File: src/rtl/wb_host_resp.sv
// Wishbone classic slave that forwards each bus access to an external host over a
// request/response handshake, with timeout and illegal-select termination.
module wb_host_resp #(
    parameter int WB_DATA_WIDTH = 32,
    parameter int WB_ADDR_WIDTH = 32,
    parameter int WB_SEL_WIDTH = 4,
    parameter int TIMEOUT_CYCLES = 1024,
    parameter logic [WB_DATA_WIDTH-1:0] ERR_DATA = WB_DATA_WIDTH'(32'hDEAD_BEEF)
) (
    input  logic                     clk_i,
    input  logic                     rst_n_i,
    input  logic [WB_ADDR_WIDTH-1:0] wb_addr_i,
    input  logic [WB_DATA_WIDTH-1:0] wb_data_i,
    input  logic                     wb_we_i,
    input  logic [WB_SEL_WIDTH-1:0]  wb_sel_i,
    input  logic                     wb_stb_i,
    input  logic                     wb_cyc_i,
    output logic                     wb_ack_o,
    output logic [WB_DATA_WIDTH-1:0] wb_data_o,
    output logic                     host_req_valid_o,
    output logic [WB_ADDR_WIDTH-1:0] host_req_addr_o,
    output logic [WB_DATA_WIDTH-1:0] host_req_data_o,
    output logic [1:0]               host_req_size_o,
    output logic                     host_req_we_o,
    input  logic                     host_req_taken_i,
    input  logic                     host_resp_valid_i,
    input  logic [WB_DATA_WIDTH-1:0] host_resp_data_i,
    output logic                     timeout_o,
    output logic                     sel_err_o,
    input  logic                     status_clear_i,
    output logic [2:0]               dbg_state
);

    localparam int CNT_W = (TIMEOUT_CYCLES > 1) ? $clog2(TIMEOUT_CYCLES + 1) : 1;
    localparam logic [CNT_W-1:0] TO_LAST = CNT_W'((TIMEOUT_CYCLES > 0) ? TIMEOUT_CYCLES - 1 : 0);
    localparam logic TO_EN = (TIMEOUT_CYCLES > 0);

    typedef enum logic [2:0] {S_IDLE, S_REQ, S_WAIT, S_ACK, S_DRAIN} state_t;

    state_t                   state, state_nx;
    logic [CNT_W-1:0]         cnt, cnt_nx;
    logic [WB_DATA_WIDTH-1:0] rdata_nx;
    logic [WB_DATA_WIDTH-1:0] resp_fmt;
    logic [1:0]               size_dec;
    logic                     sel_ok;
    logic                     latch_en;
    logic                     to_set;
    logic                     sel_set;
    logic                     to_hit;
    logic                     bus_req;

    assign dbg_state = state;
    assign bus_req   = wb_cyc_i && wb_stb_i;
    assign to_hit    = TO_EN && (cnt == TO_LAST);

    always_comb begin
        sel_ok   = 1'b1;
        size_dec = 2'd0;
        if (wb_sel_i == WB_SEL_WIDTH'(4'b0001))      size_dec = 2'd0;
        else if (wb_sel_i == WB_SEL_WIDTH'(4'b0011)) size_dec = 2'd1;
        else if (wb_sel_i == WB_SEL_WIDTH'(4'b1111)) size_dec = 2'd2;
        else                                         sel_ok   = 1'b0;
    end

    // Read data is shaped by the size latched at request time, not the live select.
    always_comb begin
        resp_fmt = '0;
        if (!host_req_we_o) begin
            case (host_req_size_o)
                2'd0:    resp_fmt = WB_DATA_WIDTH'(host_resp_data_i[7:0]);
                2'd1:    resp_fmt = WB_DATA_WIDTH'(host_resp_data_i[15:0]);
                default: resp_fmt = host_resp_data_i;
            endcase
        end
    end

    always_comb begin
        state_nx = state;
        cnt_nx   = cnt;
        rdata_nx = wb_data_o;
        latch_en = 1'b0;
        to_set   = 1'b0;
        sel_set  = 1'b0;
        case (state)
            S_IDLE: begin
                if (bus_req) begin
                    latch_en = 1'b1;
                    if (sel_ok) begin
                        state_nx = S_REQ;
                        cnt_nx   = '0;
                    end else begin
                        state_nx = S_ACK;
                        rdata_nx = ERR_DATA;
                        sel_set  = 1'b1;
                    end
                end
            end
            S_REQ: begin
                cnt_nx = cnt + CNT_W'(1);
                if (!wb_cyc_i) begin
                    state_nx = S_IDLE;
                end else if (host_req_taken_i && host_resp_valid_i) begin
                    state_nx = S_ACK;
                    rdata_nx = resp_fmt;
                end else if (to_hit) begin
                    state_nx = S_ACK;
                    rdata_nx = ERR_DATA;
                    to_set   = 1'b1;
                end else if (host_req_taken_i) begin
                    state_nx = S_WAIT;
                end
            end
            S_WAIT: begin
                cnt_nx = cnt + CNT_W'(1);
                if (host_resp_valid_i) begin
                    state_nx = wb_cyc_i ? S_ACK : S_IDLE;
                    if (wb_cyc_i) rdata_nx = resp_fmt;
                end else if (!wb_cyc_i) begin
                    state_nx = S_DRAIN;
                end else if (to_hit) begin
                    state_nx = S_ACK;
                    rdata_nx = ERR_DATA;
                    to_set   = 1'b1;
                end
            end
            S_ACK: begin
                state_nx = S_IDLE;
            end
            S_DRAIN: begin
                cnt_nx = cnt + CNT_W'(1);
                if (host_resp_valid_i) begin
                    state_nx = S_IDLE;
                end else if (to_hit) begin
                    state_nx = S_IDLE;
                    to_set   = 1'b1;
                end
            end
            default: state_nx = S_IDLE;
        endcase
    end

    always_ff @(posedge clk_i or negedge rst_n_i) begin
        if (!rst_n_i) begin
            state            <= S_IDLE;
            cnt              <= '0;
            wb_ack_o         <= 1'b0;
            wb_data_o        <= '0;
            host_req_valid_o <= 1'b0;
            host_req_addr_o  <= '0;
            host_req_data_o  <= '0;
            host_req_size_o  <= 2'd0;
            host_req_we_o    <= 1'b0;
            timeout_o        <= 1'b0;
            sel_err_o        <= 1'b0;
        end else begin
            state            <= state_nx;
            cnt              <= cnt_nx;
            wb_ack_o         <= (state_nx == S_ACK);
            wb_data_o        <= rdata_nx;
            host_req_valid_o <= (state_nx == S_REQ);
            if (latch_en) begin
                host_req_addr_o <= wb_addr_i;
                host_req_data_o <= wb_data_i;
                host_req_size_o <= size_dec;
                host_req_we_o   <= wb_we_i;
            end
            // A flag being set outranks a clear arriving in the same cycle.
            if (to_set)              timeout_o <= 1'b1;
            else if (status_clear_i) timeout_o <= 1'b0;
            if (sel_set)             sel_err_o <= 1'b1;
            else if (status_clear_i) sel_err_o <= 1'b0;
        end
    end

endmodule

File: config.mk
export PLATFORM = sky130hd
export DESIGN_NAME = wb_host_resp
export DESIGN_NICKNAME = d
export VERILOG_FILES = /design/src/rtl/wb_host_resp.sv
export SDC_FILE = /design/constraint.sdc
export NUM_CORES = 1
export LEC_CHECK = 0
export CAP_MARGIN = 20
export CORE_MARGIN = 2
export CORE_UTILIZATION = 33
export DETAILED_ROUTE_END_ITERATION = 6
export GPL_TIMING_DRIVEN = 0
export PLACE_DENSITY = 0.71
export SYNTH_ARGS = -nofsm -noshare
export SYNTH_HDL_FRONTEND = slang
export SYNTH_SLANG_ARGS = --single-unit
File: constraint.sdc
create_clock -name clk_i -period 2.9 [get_ports clk_i]
set_clock_uncertainty 0.2 [all_clocks]
set_input_delay 0.58 -clock clk_i [delete_from_list [all_inputs] [get_ports clk_i]]
set_output_delay 0.58 -clock clk_i [all_outputs]
set_load 0.005 [all_outputs]
# Yosys cells after proc, flatten, opt, wreduce, memory -nomap -nowiden
# Cells that the tools add are included.
op_classes:
  addsub: 1
  mul: 0
  div_mod_pow: 0
  magnitude_cmp: 0
  n_eq_ne: 15
  shifts: 0
  muxes: 48
  bitwise: 0
  reduce_logical: 11
ops:
  columns: ["op", "n"]
  rows:
  - ["$mux 32", 9]
  - ["$pmux 32 s3", 1]
  - ["$pmux 32 s2", 1]
  - ["$mux 3", 10]
  - ["$mux 11", 2]
  - ["$pmux 11 s2", 1]
  - ["$mux 1", 17]
  - ["$pmux 3 s4", 1]
  - ["$add 11x1->11 const B", 1]
  - ["$eq 11x10->1 const B", 1]
  - ["$mux 2", 5]
  - ["$ne 2x2->1 const B", 5]
  - ["$eq 3x1->1 const B", 2]
  - ["$eq 3x2->1 const B", 2]
  - ["$reduce_bool 2->1", 3]
  - ["$reduce_and 5->1", 1]
  - ["$eq 4x1->1 const B", 1]
  - ["$eq 4x2->1 const B", 1]
  - ["$eq 4x4->1 const B", 1]
  - ["$eq 3x3->1 const B", 1]
  - ["$logic_not 3->1", 1]
  - ["$pmux 1 s3", 1]
  - ["$reduce_and 3->1", 1]
  - ["$reduce_bool 3->1", 1]
  - ["4 further kinds", 5]
word_totals:
  regBits: 117
  latchBits: 0
  ram_bits: 0
  rom_bits: 0
  input_bits: 108
  elab_cells: 86
  memories: 0

# Logic depth before layout (Yosys ltp)
logic_depth:
  ltp_word: 8
  depth_mapped: 8
  depth_no_buf: 5

# Worst setup path after synthesis
# No wires, ideal clock.
synth_timing:
  path_type: "register to register"
  from: "reg cnt[0]"
  to: "reg wb_data_o[16]"
  t_arrival_ns: 1.785
  slack_ns: 0.784
  path_stages_with_launch: 9
  path_cell_list: "dfrtp_1 > ha_1 > and4_4 > buf_6 > and4b_1 > buf_6 > buf_12 > a2111oi_2 > nor3_1"
synth_via:
  elab_chain_len: 5
  word_cells_on_any_way: 7
  cone_classes: "eq/ne: 1; mux: 6"
synth_lines:
  columns: ["element", "line", "text"]
  rows:
  - ["start, declared", "41", "logic [CNT_W-1:0] cnt, cnt_nx;"]
  - ["start signal, assigned", "157", "cnt <= cnt_nx;"]
  - ["$eq 11x10->1 (*)", "54", "assign to_hit = TO_EN && (cnt == TO_LAST);"]
  - ["$mux 32 (*)", null, null]
  - ["$mux 32, on equally long branches (2 in a row)", null, null]
  - ["$pmux 32 s3 (*)", null, null]
  - ["end signal, assigned", "159", "wb_data_o <= rdata_nx;"]
  - ["end, declared", "19", "output logic [WB_DATA_WIDTH-1:0] wb_data_o,"]
# Every way passes the cells marked *; elsewhere a longest branch is shown, timed or not. The select of a mux whose other input is x is not followed.
# A chain may end at the register's enable or synchronous reset.

# Final worst setup path
layout_timing:
  from: "in wb_sel_i[3]"
  to: "reg wb_data_o[24]"
layout_via:
  elab_chain_len: 6
  word_cells_on_any_way: 8
  cone_classes: "eq/ne: 4; mux: 3; reduce/logical: 1"
layout_lines:
  columns: ["element", "line", "text"]
  rows:
  - ["start, declared", "15", "input logic [WB_SEL_WIDTH-1:0] wb_sel_i,"]
  - ["$eq 4x4->1", "61", "else if (wb_sel_i == WB_SEL_WIDTH'(4'b1111)) size_dec = 2'd2;"]
  - ["$mux 1", "61", null]
  - ["$mux 1", "60", "else if (wb_sel_i == WB_SEL_WIDTH'(4'b0011)) size_dec = 2'd1;"]
  - ["$mux 1 (*)", "59", "if (wb_sel_i == WB_SEL_WIDTH'(4'b0001)) size_dec = 2'd0;"]
  - ["$ne 2x2->1 (no source line) (*)", null, null]
  - ["$reduce_and 5->1 (no source line) (*)", null, null]
# Every way passes the cells marked *; elsewhere a longest branch is shown, timed or not.

==> flow_metrics.tcl <==
set metrics [dict create \
    synth.avg_cell_area_um2 9.688 \
    clock_sinks 117 \
    syn2layout_area_growth_pct 53.83 \
    setup_slack_ns 0.5752 \
    antenna_found_initial 0 \
    io_pins 214 \
    worstSetupPathType "in -> reg" \
    leakagePower_nw 3.822 \
    synth_seq_cells 117 \
    grt_pass1_vias 5159 \
    synth_cell_types 59 \
    maxCapViolCount 0 \
    ys.flop_type "dfrtp_1" \
    cts_buffers 17 \
    via_per_inst 4.804 \
    drc 0 \
    place.gp.congestion 0.8095 \
    reg2reg_depth 8 \
    initial_core_util_pct 33.65 \
    yosys_warnings 0 \
    hp-start "cnt[8]" \
    drive_gt1_share_pct 11.31 \
    worstPathArrival_ns 2.41 \
    reg2reg_from "dbg_state[2]" \
    fin_crit_ns 2.325 \
    cts-root-buf "clkbuf_16" \
    min_period_over_period_pct 80.17 \
    fp-row-count 47 \
    pwr_density_cell_mw_per_mm2 816.4 \
    design.core.area_mm2 0.01658 \
    hold_class "reg -> reg" \
    ant_nets 0 \
    cp_data_required_time_ns 2.98 \
    grt_use_total_pct 18.59 \
    hold_ws_ns 0.2625 \
    setup.worst_path.start_class "primary input" \
    ys_seq_area_share_pct 52.47 \
    rsz0062_at_grt "false" \
    final_cells 1042 \
    slew_headroom_pct 53.74 \
    worst_setup_path_end_kind "flip-flop" \
    ir_worst_vdd_mv 0.4367 \
    r2r_slack_ns 0.66 \
    synthCells 576 \
    portBuffers 212 \
    cts_buffer_depth 2 \
    die_w_um 134.0 \
    synth_edf_count 0 \
    wl_per_cell_um 15.58 \
    post-route-util_pct 51.77 \
    place_ws_ns 0.1366 \
    dieArea_mm2 0.01797 \
    syn_nets 685 \
    fin_nets 918 \
    first_pass_iters 4 \
    synthArstFlopShare_pct 100.0 \
    globalRouteOverflowTotal 0 \
    fmax_ghz 0.4301 \
    num_vias 5006 \
    htreeDepth 4 \
    cts_tree "yes" \
    hold_path_end "cnt[8]" \
    hold_depth 1 \
    clkLatencyLatePin_ns 0.40 \
    die_h_um 134.0 \
    wl_um 16230 \
    status "finished clean" \
    r2r_end "host_req_data_o[25]" \
    drtIter0Drc 208 \
    timing_hold_violations_final 0 \
    dp_cells 1009 \
    n_antenna_cell 0 \
    cts_resized 0 \
    worst_pin_slew_ns 0.6940 \
    grt_pass1_wl_um 26410 \
    critPathMaxFanout 9 \
    synthesis.area_mm2 0.005580 \
    setup_viol 0 \
    grt_max_degree 94 \
    clkTransAtPathRegs_ns 0.06 \
    final-max-slew-violation-count 0 \
    post-dp-hpwl_um 11870 \
]
[flip-flops by register name, indices dropped and copies added, names as in the netlist]
name and flops:
wb_data_o 32, wb_ack_o 1, host_req_data_o 32, dbg_state 3, host_req_we_o 1, host_req_addr_o 32
timeout_o 1, host_req_size_o 2, sel_err_o 1, cnt 11, host_req_valid_o 1
[synth_stat cells, drive strengths merged (3+ instances only)]
master	number	share of area, %
and2	4	0.49
a22o	5	0.78
clkbuf	10	0.67
a221oi	7	1.2
a221o	9	1.6
o21a	3	0.40
nand3	8	0.72
o211a	8	1.4
mux2i	5	0.90
a21oi	34	3.1
dfrtp	117	52
buf	31	4.1
nor3	21	2.3
nor2	29	2.0
nand2	209	14
o21ai	4	0.36
nor2b	4	0.45
inv	6	0.40
a2111oi	17	5.6
nand4	3	0.34
a211oi	7	0.94
[metal layers]
metal	GRT usage [%]	part of all wire, %	wire (um)	up-vias
met5	0	0	0	-
met2	29.89	46	7479	174
met4	5.906	1.6	261	0
met1	22.50	43	7057	2359
li1	-	-	-	2457
met3	8.201	8.8	1435	16
[layout by cell type (no fill, tap or decap), types with 4 or more instances in the layout]
master / netlist / final
o211a_1: 8 / 8
nor2_1: 29 / 29
a211oi_1: 7 / 7
inv_6: 0 / 4
nor3_2: 5 / 5
buf_2: 19 / 19
nor2b_1: 4 / 4
buf_6: 8 / 9
clkbuf_16: 0 / 17
dfrtp_1: 117 / 117
mux2i_1: 5 / 5
nand3_1: 8 / 8
clkdlybuf4s50_1: 0 / 211
nor3_1: 16 / 16
clkbuf_1: 10 / 11
a221oi_1: 6 / 6
a2111oi_2: 8 / 8
nand2_1: 209 / 209
clkinvlp_4: 0 / 5
a221o_1: 9 / 9
a22o_1: 5 / 5
a2111oi_4: 6 / 6
a21oi_1: 33 / 33
inv_1: 6 / 6
o21ai_0: 4 / 4
[layout make-up]
cell class / count / area (um^2)
plain buffers: 41 / 265.3
clock buffers: 19 / 442.9
clock inverters: 13 / 125.1
fillers: 1536 / 7999
inverters: 6 / 22.52
multi-input cells: 412 / 2365
flip-flops and latches: 117 / 2928
well taps: 220 / 275.3
repair buffers: 214 / 2161
[critical path, stage by stage]
cell             delay (ns)
clkdlybuf4s50_1        0.48
or3b_1                 0.43
a32o_1                 0.26
buf_2                  0.19
and2_4                 0.18
a221o_1                0.29
[logic make-up (layout without fill, tap and decap cells)]
family / count (synthesis) / count (layout) / synth area share (%)
adders and majority gates: 1 / 1 / 0.2242
DFF: 117 / 117 / 52.47
buffers and inverters: 47 / 293 / 5.157
muxes: 6 / 6 / 1.099
xor gates and xnor gates: 4 / 4 / 0.6279
and+or+nand+nor: 293 / 293 / 22.65
AOI/OAI and AO/OA: 108 / 108 / 17.78
[power breakdown]
part / internal (mW) / leakage [nW] / switching (mW)
combinational: 1.46 / 2.14 / 0.930
clock: 1.21 / 0.263 / 0.778
sequential: 2.19 / 1.41 / 0.434
[per-stage QoR]
| stage | total power, mW | cell area, um^2 | TNS [ns] |
|---|---|---|---|
| 2_1_floorplan | 3.541 | 5580 | 0 |
| 3_3_place_gp | 5.017 | 7978 | -441.09 |
| 3_5_place_dp | 5.055 | 8006 | 0 |
| 4_1_cts | 7.102 | 8584 | 0 |
| 5_1_grt | 7.456 | 8584 | 0 |
| 6_report | 7.008 | 8584 | 0 |
[timing repair]
action	CTS	global route
hold endpoints to repair	24	0
setup buffers	0	0
hold buffers	1	0
[worst max path at each step]
stage	startpoint	to	slack [ns]	depth (start not counted)
floorplan	cnt[0]	wb_data_o[16]	0.78	8
detailed placement	wb_stb_i	host_req_data_o[31]	0.14	7
CTS	wb_stb_i	host_req_data_o[31]	0.57	7
global route	wb_stb_i	host_req_data_o[31]	0.45	7
finish	wb_sel_i[3]	wb_data_o[24]	0.58	6
global placement	rst_n_i	host_req_addr_o[22]	-3.78	1
Note: power is estimated with default switching activity, not from simulation.
==> variant 1: new RTL, config.mk and constraints unchanged <==
Set the parameter `WB_SEL_WIDTH` to 5 (it was 4).
--- a/src/rtl/wb_host_resp.sv
+++ b/src/rtl/wb_host_resp.sv
@@ -4,5 +4,5 @@
     parameter int WB_DATA_WIDTH = 32,
     parameter int WB_ADDR_WIDTH = 32,
-    parameter int WB_SEL_WIDTH = 4,
+    parameter int WB_SEL_WIDTH = 5,
     parameter int TIMEOUT_CYCLES = 1024,
     parameter logic [WB_DATA_WIDTH-1:0] ERR_DATA = WB_DATA_WIDTH'(32'hDEAD_BEEF)
Interface: changed (resized wb_sel_i); port bits go from 214 to 215. No check against the original RTL was run, so the function may have changed too.
==> variant 1 against the original RTL <==
- combinational power up 24%
- area after synthesis down 7.9%
- sequential share of layout area up 1.5 points
- sequential cell count unchanged
- global-route usage down 0.11 points
- design area down 4.2%
- setup slack worse by 0.26 ns
- wire length down 8.9%
- die area down 7.7%
- power up 16%
- critical endpoint is now wb_data_o[1]$_DFFE_PN0P_
- highest routed layer unchanged
==> variant 1: results (changes against the original RTL) <==
- Result of the run: complete, no violations (unchanged).
- The beginning of the critical path is host_resp_valid_i (was wb_sel_i[3]).
- The leakage power figure is 3.37 nW (was 3.82 nW).
- The violation count after the first detailed-routing iteration is 169 (was 208).
- The clock network area share was 0.0823 (was 0.0662).
- The tightest slew margin relative to the limit was 0.468 (was 0.537).
- The global-route met1 utilization came to 0.203 (was 0.225).
- The fraction of met3 tracks used by global routing is 0.0857 (was 0.0820).
- The clock insertion delay at the later pin of the skew report was 0.42 ns (was 0.40 ns).
- The met2 wirelength from detailed routing is 7560 um (was 7480 um).
- The launch point of the worst hold path is host_req_addr_o[28]$_DFFE_PN0P_ (was cnt[8]$_DFFE_PN0P_).
- The maximum ir drop on the vdd rail came to 0.000517 V (was 0.000437 V).
- Cell types with the largest area share after synthesis: sky130_fd_sc_hd__dfrtp_1, sky130_fd_sc_hd__mux2_2, sky130_fd_sc_hd__a21oi_1 (was sky130_fd_sc_hd__dfrtp_1, sky130_fd_sc_hd__nand2_1, sky130_fd_sc_hd__a2111oi_4).
- The slack of the worst reg-to-reg path is 0.41 ns (was 0.66 ns).
- The routed length on met3 came to 1450 um (was 1440 um).
- The instance area after placement came to 7530 sq um (was 8010 sq um).
- The peak fanout along the critical path is 8 (was 9).
- The signal arrival time at the worst endpoint was 2.72 ns (was 2.41 ns).
- The end point of the critical path is wb_data_o[1]$_DFFE_PN0P_ (was wb_data_o[24]$_DFFE_PN0P_).
- The largest stage delay on the critical path is 0.56 ns (was 0.48 ns).
- The endpoint of the lowest-slack register-to-register path was wb_data_o[24]$_DFFE_PN0P_ (was host_req_data_o[25]$_DFFE_PN0P_).
- The count of plain and timing-repair buffers in the layout is 239 (was 255).
- The maximum number of pins on one net before global-route repair came to 71 (was 94).
- The global-route met2 utilization came to 0.319 (was 0.299).
- The first-pass GRT wire length came to 23600 um (was 26400 um).
- The utilization after layout is 0.541 (was 0.518).
- The power density of the placed cells was 985 nW/um^2 (was 816 nW/um^2).
- The half-perimeter wire length after detailed placement was 11000 um (was 11900 um).
- The non-clock buffer area fraction after layout is 0.280 (was 0.283).
- The post-layout net count was 753 (was 918).
variant 1: cell count changes after synthesis, sizes merged, moves of 6 or more:
cell,before,now
nor2,29,13
nor3,21,3
a221oi,7,0
o211a,8,0
a2111oi,17,0
a2bb2oi,0,23
a32o,2,8
mux2,1,65
nand2,209,15
a221o,9,0
o21ai,4,12
buf,31,19
a21oi,34,57
variant 1: worst min-delay path by stage:
stage	slack [ns]	end
2_1_floorplan	0.08	cnt[0]$_DFFE_PN0P_
3_3_place_gp	0.28	wb_data_o[14]$_DFFE_PN0P_
3_5_place_dp	0.29	wb_data_o[8]$_DFFE_PN0P_
4_1_cts	0.30	wb_data_o[22]$_DFFE_PN0P_
5_1_grt	0.31	host_req_addr_o[17]$_DFFE_PN0P_
6_report	0.30	host_req_addr_o[28]$_DFFE_PN0P_
variant 1: cell families after synthesis:
group	share of synthesized area
AO/OA/AOI/OAI	0.183
XOR/XNOR	0.00341
adder cells (fa/ha/maj)	0.00243
buffers and inverters	0.0321
flip-flops	0.570
multiplexers	0.142
AND/OR/NAND/NOR	0.0667
variant 1: timing repair:
| action | 4_1_cts | 5_1_grt |
|---|---|---|
| hold buffers | 1 | 0 |
| resized for setup | 0 | 0 |
| hold endpoints to repair | 47 | 0 |
variant 1: metrics by stage:
| stage | worst slack, ns | hold WS (ns) | setup TNS, ns | total power, mW | instances |
|---|---|---|---|---|---|
| CTS | 0.373 | 0.301 | 0 | 8.19 | 843 |
| global placement | -3.36 | 0.279 | -392.07 | 5.61 | 810 |
| global route | 0.0821 | 0.315 | 0 | 8.56 | 843 |
| floorplan | 0.705 | 0.0844 | 0 | 3.91 | 409 |
| finish | 0.316 | 0.300 | 0 | 8.10 | 843 |
| detailed placement | -0.0707 | 0.291 | -0.358 | 5.73 | 811 |
==> variant 2: new RTL, config.mk and constraints unchanged <==
Made on the original files. Reset style: synchronous (`rst_n_i`), changed in one clocked block.
--- a/src/rtl/wb_host_resp.sv
+++ b/src/rtl/wb_host_resp.sv
@@ -140,5 +140,5 @@
     end
 
-    always_ff @(posedge clk_i or negedge rst_n_i) begin
+    always_ff @(posedge clk_i) begin
         if (!rst_n_i) begin
             state            <= S_IDLE;
Function: differs if rst_n_i is asserted again (counterexample within 4 cycles, from zero or initial values and one cycle with rst_n_i low); with rst_n_i held inactive, the same outputs for 4 cycles.
==> variant 2 against the original RTL <==
- utilization rose by 2.3 points
- fmax fell by 14%
- sequential cell count did not move
- wire length fell by 0.78%
- register-to-register slack got worse by 0.23 ns
- via count fell by 1.5%
- setup slack got worse by 0.37 ns
- design area fell by 7.8%
- area after synthesis fell by 10%
- synthesized cell count fell by 1.6%
- cell count fell by 4.7%
- largest cell class is now multi-input combinational cells
Power is not compared: it rests on default switching activity, and its combinational part moved more than twofold at a synthesized area within 25%.
==> variant 2: results (changes against the original RTL) <==
- The type of the setup path with the least slack is primary input to flop (unchanged).
- The total track usage is 0.202 (was 0.186).
- The slowest cell on the critical path is sky130_fd_sc_hd__nor3b_1 (was sky130_fd_sc_hd__clkdlybuf4s50_1).
- The startpoint of the worst register-to-register path is cnt[0]$_SDFFE_PN0P_ (was dbg_state[2]$_DFF_PN0_).
- The shortest clock period the worst path allows after layout is 2.70 ns (was 2.32 ns).
- Commonest cells post-synth: sky130_fd_sc_hd__nand2_1, sky130_fd_sc_hd__dfxtp_1, sky130_fd_sc_hd__a21boi_0, sky130_fd_sc_hd__a21oi_1, sky130_fd_sc_hd__clkbuf_1 (was sky130_fd_sc_hd__nand2_1, sky130_fd_sc_hd__dfrtp_1, sky130_fd_sc_hd__a21oi_1, sky130_fd_sc_hd__nor2_1, sky130_fd_sc_hd__buf_2).
- The share of cells above drive strength 1 is 0.0828 (was 0.113).
- Cell types with the largest area share after synthesis: sky130_fd_sc_hd__dfxtp_1, sky130_fd_sc_hd__nand2_1, sky130_fd_sc_hd__a21boi_0 (was sky130_fd_sc_hd__dfrtp_1, sky130_fd_sc_hd__nand2_1, sky130_fd_sc_hd__a2111oi_4).
- The synthesized instance count is 567 (was 576).
- The beginning of the critical path is wb_sel_i[0] (was wb_sel_i[3]).
- The final RePlAce weighted congestion is 0.821 (was 0.810).
- The via count is 4932 (was 5006).
- The violation count after the first detailed-routing iteration is 320 (was 208).
- The slack of the worst reg-to-reg path was 0.43 ns (was 0.66 ns).
- The kind of path behind the tightest hold check was flop to flop (unchanged).
- The post-layout net count was 907 (was 918).
- The leading register cell type out of synthesis is sky130_fd_sc_hd__dfxtp_1 (was sky130_fd_sc_hd__dfrtp_1).
- The peak fanout along the critical path was 10 (was 9).
- The net count after synthesis came to 676 (was 685).
- The via density per instance is 4.97 (was 4.80).
- The tightest slew margin relative to the limit came to 0.536 (was 0.537).
- The distinct cell type count after synthesis was 56 (was 59).
- The maximum number of pins on one net before global-route repair came to 17 (was 94).
- The post-place setup slack is -0.604 ns (was 0.137 ns).
- The number of placed instances, taps included came to 963 (was 1009).
- The final routed wirelength across all metal layers came to 16100 um (was 16200 um).
- The half-perimeter wire length after detailed placement is 11700 um (was 11900 um).
- The number of cells on the worst reg-to-reg path was 6 (was 8).
- The signal arrival time at the worst endpoint is 2.79 ns (was 2.41 ns).
- The share of the synthesized area in the top cell type is 0.468 (was 0.525).
- The first-pass GRT wire length is 25600 um (was 26400 um).
- The sequential cell area fraction in the yosys report was 0.468 (was 0.525).
- The largest stage delay on the critical path is 0.59 ns (was 0.48 ns).
- The instance area after placement is 7350 sq um (was 8010 sq um).
- Result of the run: complete, no violations (unchanged).
- The proportion of register bits with asynchronous set or reset after synthesis is 0 (was 1.00).
## variant 2: cell count changes after synthesis, moves of 11 or more
cell,delta
sky130_fd_sc_hd__dfrtp_1,-117
sky130_fd_sc_hd__o221a_2,+11
sky130_fd_sc_hd__nor3_1,-14
sky130_fd_sc_hd__dfxtp_1,+117
sky130_fd_sc_hd__o21a_1,+12
sky130_fd_sc_hd__a21boi_0,+67
sky130_fd_sc_hd__nand2_1,-62
sky130_fd_sc_hd__nor2_1,-20
sky130_fd_sc_hd__clkbuf_1,+16
sky130_fd_sc_hd__o21ai_0,+15
## variant 2: logic make-up after synthesis
kind of cell | share of synthesized area
AND/OR/NAND/NOR | 0.185
AO/OA/AOI/OAI | 0.296
flip-flops | 0.468
buffers and inverters | 0.0398
XOR/XNOR | 0.00876
adder cells (fa/ha/maj) | 0.00250
## variant 2: routing by layer
metal  track usage  share of wire
met1         0.244           0.43
met2         0.332           0.49
met3        0.0863          0.073
met4        0.0543          0.013
met5             0              0
## variant 2: cell type report
cell class	instances	area [sq um]
Fill cell	1396	6730
Multi-Input combinational cell	407	2470
Sequential cell	117	2340
Timing Repair Buffer	212	2120
Clock buffer	26	509
Tap cell	184	230
Buffer	41	194
Clock inverter	4	45.0
Inverter	2	7.51
## variant 2: timing repair
item | 4_1_cts | 5_1_grt
setup endpoints to repair | 21 | 12
gates resized for setup | 1 | 5
buffers inserted | 0 | 0
## variant 2: where the power goes
part | switching, mW | leakage, nW | internal (mW)
Sequential | 0.0564 | 0.955 | 1.71
Clock | 0.687 | 0.276 | 1.28
Combinational | 0.302 | 1.62 | 0.410
## variant 2: how the worst min path moves through the flow
| stage | from | end | slack [ns] | depth (start not counted) |
|---|---|---|---|---|
| after floorplan | cnt[9]$_SDFFE_PN0P_ | cnt[9]$_SDFFE_PN0P_ | 0.25 | 2 |
| after global placement | wb_data_o[14]$_SDFFE_PN0P_ | wb_data_o[14]$_SDFFE_PN0P_ | 0.25 | 2 |
| after detailed placement | host_req_addr_o[13]$_SDFFE_PN0P_ | host_req_addr_o[13]$_SDFFE_PN0P_ | 0.26 | 2 |
| after CTS | host_req_addr_o[6]$_SDFFE_PN0P_ | host_req_addr_o[6]$_SDFFE_PN0P_ | 0.26 | 2 |
| after global routing | wb_data_o[4]$_SDFFE_PN0P_ | wb_data_o[4]$_SDFFE_PN0P_ | 0.28 | 2 |
| final | host_req_data_o[31]$_SDFFE_PN0P_ | host_req_data_o[31]$_SDFFE_PN0P_ | 0.26 | 2 |
